[src/rtl/uart_rx_pkg.sv]
// uart_rx_pkg: shared types and default IO port constants for the UART receive peripheral.
//  rx_state_t          receiver FSM state encoding
//  DEFAULT_DATA_PORT   Address[15:8] of the data (pop) port
//  DEFAULT_STAT_PORT   Address[15:8] of the status port
package uart_rx_pkg;

    typedef enum logic [2:0] {
        IDLE,
        START,
        DATA,
        STOP,
        WAIT_HIGH
    } rx_state_t;

    localparam logic [7:0] DEFAULT_DATA_PORT = 8'h03;
    localparam logic [7:0] DEFAULT_STAT_PORT = 8'h04;

endpackage

[src/rtl/uart_rx_io_if.sv]
// uart_rx_io_if: Z80 IO read bus as seen by the receive peripheral.
//  Address   CPU A[15:8]
//  IORQ, RD  active-high IO request and read strobe
//  Data_out  read data, 8'h00 when Data_oe=0
//  Data_oe   high while a decoded read cycle is active
//  master = CPU side, slave = peripheral side
interface uart_rx_io_if;
    logic [7:0] Address;
    logic       IORQ;
    logic       RD;
    logic [7:0] Data_out;
    logic       Data_oe;

    modport master (output Address, IORQ, RD, input Data_out, Data_oe);
    modport slave (input Address, IORQ, RD, output Data_out, Data_oe);
endinterface

[src/rtl/uart_rx_fifo.sv]
// uart_rx_fifo: small synchronous byte FIFO for received frames.
//  clk, reset  clock and asynchronous active-low reset
//  push, din   write request and data; refused only when full with no pop
//  pop         read request; no-op when empty
//  head        entry at the read pointer (valid when !empty)
//  count       number of stored entries
//  full/empty  occupancy flags
module uart_rx_fifo #(
    parameter int DEPTH = 4
) (
    input  logic                     clk,
    input  logic                     reset,
    input  logic                     push,
    input  logic                     pop,
    input  logic [7:0]               din,
    output logic [7:0]               head,
    output logic [$clog2(DEPTH):0]   count,
    output logic                     full,
    output logic                     empty
);
    localparam int AW = $clog2(DEPTH);
    localparam logic [AW:0] FULL_CNT = (AW + 1)'(DEPTH);
    localparam logic [AW:0] ONE = (AW + 1)'(1);

    logic [7:0] mem [DEPTH];
    logic [AW:0] wrPtr, rdPtr;
    logic doPop, doPush;

    // Pointers carry one extra MSB so full and empty are distinguishable.
    assign count = wrPtr - rdPtr;
    assign full = count == FULL_CNT;
    assign empty = wrPtr == rdPtr;
    assign head = mem[rdPtr[AW-1:0]];
    assign doPop = pop & !empty;
    // A pop in the same cycle frees the slot a full FIFO needs for the push.
    assign doPush = push & (!full | doPop);

    always_ff @(posedge clk or negedge reset) begin
        if (!reset) begin
            wrPtr <= '0;
            rdPtr <= '0;
        end else begin
            if (doPush) wrPtr <= wrPtr + ONE;
            if (doPop) rdPtr <= rdPtr + ONE;
        end
    end

    always_ff @(posedge clk) begin
        if (doPush) mem[wrPtr[AW-1:0]] <= din;
    end
endmodule

[src/rtl/uart_rx_io.sv]
// uart_rx_io: 8N1 serial receiver with a receive FIFO, read through Z80 IO cycles.
//  clk       single clock
//  reset     asynchronous active-low reset
//  uart_rx   serial input, idle high, asynchronous to clk
//  bus       IO read bus (slave): DATA_PORT pops the FIFO head, STAT_PORT returns {5'b0, fe, ovr, rx_ready}
//  rx_ready  high while the FIFO holds data (registered)
module uart_rx_io
    import uart_rx_pkg::*;
#(
    parameter int         CLKS_PER_BIT = 87,
    parameter int         FIFO_DEPTH   = 4,
    parameter logic [7:0] DATA_PORT    = DEFAULT_DATA_PORT,
    parameter logic [7:0] STAT_PORT    = DEFAULT_STAT_PORT
) (
    input  logic          clk,
    input  logic          reset,
    input  logic          uart_rx,
    uart_rx_io_if.slave   bus,
    output logic          rx_ready
);
    localparam int CW = $clog2(CLKS_PER_BIT);
    localparam logic [CW-1:0] HALF = CW'(CLKS_PER_BIT / 2);
    localparam logic [CW-1:0] LAST = CW'(CLKS_PER_BIT - 1);

    rx_state_t state, stateNext;
    logic [CW-1:0] cnt, cntNext;
    logic [2:0] bitIdx, bitIdxNext;
    logic [7:0] shift, shiftNext;
    logic rxMeta, rxS;
    logic push, pop, feSet, ovrSet, statClr;
    logic fe, ovr;
    logic rdc, rdcQ, readEnd, dataHit, statHit;
    logic [7:0] addrQ, head;
    logic [$clog2(FIFO_DEPTH):0] count;
    logic full, empty;

    always_ff @(posedge clk or negedge reset) begin
        if (!reset) begin
            rxMeta <= 1'b1;
            rxS <= 1'b1;
            state <= IDLE;
            cnt <= '0;
            bitIdx <= '0;
            shift <= '0;
        end else begin
            rxMeta <= uart_rx;
            rxS <= rxMeta;
            state <= stateNext;
            cnt <= cntNext;
            bitIdx <= bitIdxNext;
            shift <= shiftNext;
        end
    end

    // Start is checked at half a bit, so every later full-bit count lands mid-bit.
    always_comb begin
        stateNext = state;
        cntNext = cnt + CW'(1);
        bitIdxNext = bitIdx;
        shiftNext = shift;
        push = 1'b0;
        feSet = 1'b0;
        case (state)
            IDLE: begin
                cntNext = '0;
                if (!rxS) stateNext = START;
            end
            START: begin
                if (cnt == HALF) begin
                    cntNext = '0;
                    bitIdxNext = '0;
                    stateNext = rxS ? IDLE : DATA;
                end
            end
            DATA: begin
                if (cnt == LAST) begin
                    cntNext = '0;
                    shiftNext = {rxS, shift[7:1]};
                    bitIdxNext = bitIdx + 3'd1;
                    if (bitIdx == 3'd7) stateNext = STOP;
                end
            end
            STOP: begin
                if (cnt == LAST) begin
                    cntNext = '0;
                    push = rxS;
                    feSet = !rxS;
                    stateNext = rxS ? IDLE : WAIT_HIGH;
                end
            end
            WAIT_HIGH: begin
                cntNext = '0;
                if (rxS) stateNext = IDLE;
            end
            default: stateNext = IDLE;
        endcase
    end

    uart_rx_fifo #(.DEPTH(FIFO_DEPTH)) fifo (
        .clk(clk),
        .reset(reset),
        .push(push),
        .pop(pop),
        .din(shift),
        .head(head),
        .count(count),
        .full(full),
        .empty(empty)
    );

    assign rdc = bus.IORQ & bus.RD;
    assign dataHit = bus.Address == DATA_PORT;
    assign statHit = bus.Address == STAT_PORT;
    // Side effects use the address captured when the strobe rose.
    assign readEnd = rdcQ & !rdc;
    assign pop = readEnd & (addrQ == DATA_PORT);
    assign statClr = readEnd & (addrQ == STAT_PORT);
    // A pop on a full FIFO always succeeds, so only an unpaired push overflows.
    assign ovrSet = push & full & !pop;

    assign bus.Data_oe = reset & rdc & (dataHit | statHit);
    assign bus.Data_out = !bus.Data_oe ? 8'h00 :
                          dataHit ? (empty ? 8'h00 : head) :
                          {5'b0, fe, ovr, rx_ready};

    always_ff @(posedge clk or negedge reset) begin
        if (!reset) begin
            rdcQ <= 1'b0;
            addrQ <= '0;
            fe <= 1'b0;
            ovr <= 1'b0;
            rx_ready <= 1'b0;
        end else begin
            rdcQ <= rdc;
            if (rdc & !rdcQ) addrQ <= bus.Address;
            // A new error in the clearing cycle wins over the clear.
            fe <= feSet | (fe & !statClr);
            ovr <= ovrSet | (ovr & !statClr);
            rx_ready <= count != '0;
        end
    end
endmodule

[src/flat_wrapper.sv]
// flat-port wrapper written by rule: the top's interface ports become plain ports
module uart_rx_io_flat import uart_rx_pkg::*;
#(
    parameter int         CLKS_PER_BIT = 87,
    parameter int         FIFO_DEPTH   = 4,
    parameter logic [7:0] DATA_PORT    = DEFAULT_DATA_PORT,
    parameter logic [7:0] STAT_PORT    = DEFAULT_STAT_PORT
)
  (clk, reset, uart_rx, rx_ready, bus_Address, bus_IORQ, bus_RD, bus_Data_out, bus_Data_oe);
  uart_rx_io_if bus_i ();
  input  logic clk;
  input  logic reset;
  input  logic uart_rx;
  output logic rx_ready;
  input wire logic [$bits(bus_i.Address)-1:0] bus_Address;
  input wire logic [$bits(bus_i.IORQ)-1:0] bus_IORQ;
  input wire logic [$bits(bus_i.RD)-1:0] bus_RD;
  output wire logic [$bits(bus_i.Data_out)-1:0] bus_Data_out;
  output wire logic [$bits(bus_i.Data_oe)-1:0] bus_Data_oe;
  assign bus_i.Address = bus_Address;
  assign bus_i.IORQ = bus_IORQ;
  assign bus_i.RD = bus_RD;
  assign bus_Data_out = bus_i.Data_out;
  assign bus_Data_oe = bus_i.Data_oe;
  uart_rx_io #(.CLKS_PER_BIT(CLKS_PER_BIT), .FIFO_DEPTH(FIFO_DEPTH), .DATA_PORT(DATA_PORT), .STAT_PORT(STAT_PORT)) u_core (.clk(clk), .reset(reset), .uart_rx(uart_rx), .bus(bus_i), .rx_ready(rx_ready));
endmodule
[config.mk]
export PLATFORM = sky130hd
export DESIGN_NAME = uart_rx_io_flat
export DESIGN_NICKNAME = d
export VERILOG_FILES = /design/src/rtl/uart_rx_pkg.sv /design/src/rtl/uart_rx_io_if.sv /design/src/rtl/uart_rx_fifo.sv /design/src/rtl/uart_rx_io.sv /design/src/flat_wrapper.sv
export SDC_FILE = /design/constraint.sdc
export NUM_CORES = 1
export LEC_CHECK = 0
export BUFFER_PORTS_ARGS = -buffer_cell sky130_fd_sc_hd__buf_2
export CORE_ASPECT_RATIO = 0.9
export CORE_MARGIN = 4
export CORE_UTILIZATION = 45
export DETAILED_ROUTE_END_ITERATION = 8
export SLEW_MARGIN = 25
export SYNTH_ARGS = -nofsm -noshare
export SYNTH_HDL_FRONTEND = slang
export SYNTH_HIERARCHICAL = 1
export SYNTH_SLANG_ARGS = --single-unit
[constraint.sdc]
create_clock -name clk -period 2.8 [get_ports clk]
set_input_delay 0.56 -clock clk [delete_from_list [all_inputs] [get_ports clk]]
set_output_delay 0.56 -clock clk [all_outputs]
set_load 0.1 [all_outputs]
==> impl_metrics.csv <==
group,metric,value,unit
floorplanning,fp.dieW,98.9,um
critical_path,startpoint_type,"input pin",
synthesis,syn_area_per_cell,14.2,sq um
floorplanning,std_cell_rows,29,
placed_design,dpl.cell_count,358,
critical_path,path_max_fanout,5,
timing,hold-worst-slack,0.303,ns
timing,max_freq,0.364,GHz
outcome,status,"completed",
power_and_ir_drop,p_clk_frac,0.387,
power_and_ir_drop,internal-power,0.00173,W
drt,viasPerCell,5.19,
run,drv_cap,0,
timing,fin_crit_sh,0.982,
synthesis,yosysWarnings,6,
timing,rsz0062_at_grt,"yes",
power_and_ir_drop,p_per_area,546,nW/um^2
power_and_ir_drop,leakagePower,1.70,nW
drt,first_pass_iters,4,
critical_path,reg2reg_from,"u_core/addrQ[3]",
drt,drtIter0Drc,95,
global_route,antenna_found_initial,0,
final_layout,seqCellArea,1990,sq um
synthesis,synth_area,3350,sq um
timing,skew,0.00726,ns
final_layout,drive_above_1_share,0.378,
final_layout,multi_input_area,1330,sq um
cts,cts_tree,"done",
floorplanning,die_y,89.8,um
drt,drt-total-wl,5720,um
drt,drc,0,
critical_path,worst_ep_required_time,2.24,ns
drt,vias,1968,
critical_path,cp-end-kind,"output port",
critical_path,crit_path_start,"bus_Address[5]",
power_and_ir_drop,ir_drop,0.308,mV
floorplanning,core-area,7150,sq um
floorplanning,ioPinCount,23,
global_route,grt_max_degree,42,
floorplanning,start_util,0.468,
placed_design,port_buffers,22,
power_and_ir_drop,swShare,0.224,
critical_path,r2r_end,"u_core/fifo/mem[1][7]",
cts,cts_root_buf,"clkbuf_8",
critical_path,reg2reg_depth,8,
final_layout,final_nets,306,
timing,slew_headroom,0.634,
synthesis,synth-async-reset-ratio,0.562,
drt,post_drt_wl_per_cell,15.1,um
cts,cts.path.max_buffers,2,
placed_design,place_congestion,0.805,
global_route,gr-total-overflow,0,
timing,setup_viol,0,
final_layout,area_growth,22.1,%
final_layout,final_cell_area,4090,sq um
cts,h-tree-depth,3,
cts,clk_pin_slew,0.07,ns
cts,clk_latency,0.34,ns
synthesis,yosysSeqAreaShare,0.595,
synthesis,synth_cell_types,54,
timing,slew_viol_final,0,
synthesis,ys_ff_latch,73,
power_and_ir_drop,p_switching,0.000500,W
critical_path,worstSetupEndpoint,"bus_Data_out[0]",
synthesis,synth_edf_count,32,
critical_path,path_class,"in -> out",
timing,worst_pin_slew,0.549,ns
final_layout,diodes,0,
critical_path,crit_arrival,2.19,ns
global_route,first_global_vias,1981,
hold_path,hp-class,"in -> async",
floorplanning,die-area,8880,sq um
cts,numCtsBuffers,9,
synthesis,syn_inst,235,
timing,fin_crit,2.75,ns
placed_design,place_area,3820,sq um
final_layout,finalNonFillerCells,379,
drt,antenna_left,0,
critical_path,reg2reg_slack,0.27,ns
synthesis,synthFlopType,"dfrtp_1",
timing,final_hold_viol_count,0,
global_route,grt_pass1_wl,9720,um
final_layout,postLayoutCoreUtil,0.572,
global_route,grt_usage,0.139,
power_and_ir_drop,finalPower,0.00223,W
power_and_ir_drop,sequentialPowerShare,0.530,
final_layout,nFillCells,590,
power_and_ir_drop,power_frac_comb,0.083,
synthesis,syn_nets,260,
cts,clock_sinks,73,
placed_design,place_hpwl,4130,um
-- cells in the final DEF, fill, tap and decap left out, types with 4 or more instances in the layout --
cell      Yosys  final
dfrtp_1      39     38
nor2_1        7      7
nand2_1      10     10
buf_12        0      9
clkbuf_8      0      9
a21oi_4       1      4
edfxtp_1     32     32
ha_1         11     11
nand3_1       8      8
and2_2        0      5
buf_4         0     18
inv_1        15     14
nor3_1       12     12
buf_2         1     13
mux2_2       16     16
mux4_2        8      8
xnor2_1       6      6
xor2_1        4      4
-- worst min path at each step --
stage / start / to / slack [ns] / cells after the start
finish: reset / u_core/addrQ[0] / 0.30 / 2
CTS: uart_rx / u_core/rxMeta / 0.30 / 1
floorplan: reset / u_core/addrQ[0] / 0.26 / 0
detailed placement: u_core/rxMeta / u_core/rxS / 0.35 / 0
global route: uart_rx / u_core/rxMeta / 0.29 / 1
global placement: u_core/rxMeta / u_core/rxS / 0.35 / 0
-- cell usage after synthesis, types with 2 or more instances --
master / instances / area [sq um]
dfrtp_1: 39 / 976
clkbuf_1: 4 / 15.0
a32oi_1: 2 / 17.5
dfstp_2: 2 / 52.6
and2_1: 8 / 50.1
nand2_1: 10 / 37.5
nor3b_1: 2 / 15.0
xnor2_1: 6 / 52.6
a21oi_1: 6 / 30.0
nor4_1: 2 / 12.5
mux4_2: 8 / 180
o311ai_0: 2 / 17.5
mux2_2: 16 / 180
nor3_1: 12 / 60.1
inv_1: 15 / 56.3
edfxtp_1: 32 / 961
nand3b_1: 2 / 15.0
ha_1: 11 / 138
nor2_1: 7 / 26.3
nor2b_1: 3 / 18.8
or3b_2: 3 / 26.3
xor2_1: 4 / 35.0
nand3_1: 8 / 40.0
-- routing by layer --
metal	GRT usage	up-vias	wire [um]
li1	-	959	-
met3	0.0519	6	206
met2	0.203	23	2740
met1	0.194	980	2700
met4	0.0432	0	70
met5	0	-	0
-- power by group through the flow --
stage / combinational (W) / clock, W / sequential (W)
2_1_floorplan: 0.000123 / 0 / 0.00121
3_3_place_gp: 0.000181 / 0 / 0.00121
3_5_place_dp: 0.000182 / 0 / 0.00121
4_1_cts: 0.000188 / 0.000894 / 0.00118
5_1_grt: 0.000206 / 0.000939 / 0.00119
6_report: 0.000185 / 0.000863 / 0.00118
-- critical path, stage by stage --
cell and delay, ns:
buf_2 0.11, nor4_2 0.27, buf_4 0.15, nand4b_1 0.18
or3b_2 0.55, a21oi_4 0.18, buf_12 0.19
-- what timing repair did --
item                       4_1_cts  5_1_grt
setup buffers                    1        4
resized for setup                3        1
hold buffers                     0        0
setup endpoints to repair        2        3
-- final cells by class --
type                    instances  area share
clock buffers                  10      0.0312
flip-flops and latches         73       0.487
clock inverters                 6      0.0202
well taps                      93      0.0285
multi-input cells             141       0.325
repair buffers                 40      0.0931
inverters                      16      0.0147
-- through the flow --
step,setup slack [ns],setup TNS [ns]
floorplan,0.0292,0
global placement,-0.0557,-0.139
detailed placement,-0.00719,-0.00719
CTS,0.0132,0
global route,-0.0161,-0.0314
finish,0.0492,0
-- kinds of logic (layout without fill, tap and decap cells) --
family / after synthesis / after routing / synth area share
compound gates: 21 / 21 / 0.0512
xor+xnor: 11 / 11 / 0.0333
flops: 73 / 73 / 0.595
mux: 26 / 26 / 0.116
simple gates: 71 / 71 / 0.134
fa+ha+maj: 12 / 12 / 0.0471
buf+inv: 21 / 72 / 0.0239
-- state kept, by name, indices dropped and copies added, names as in the netlist --
signal             flops
u_core/shift           8
u_core/rxS             1
u_core/fifo/mem       32
u_core/fe              1
u_core/rx_ready        1
u_core/addrQ           8
u_core/bitIdx          3
u_core/state           3
u_core/cnt             7
u_core/rdcQ            1
u_core/ovr             1
u_core/fifo/wrPtr      3
u_core/fifo/rdPtr      3
u_core/rxMeta          1
No activity file was read; power rests on OpenSTA's default activity.
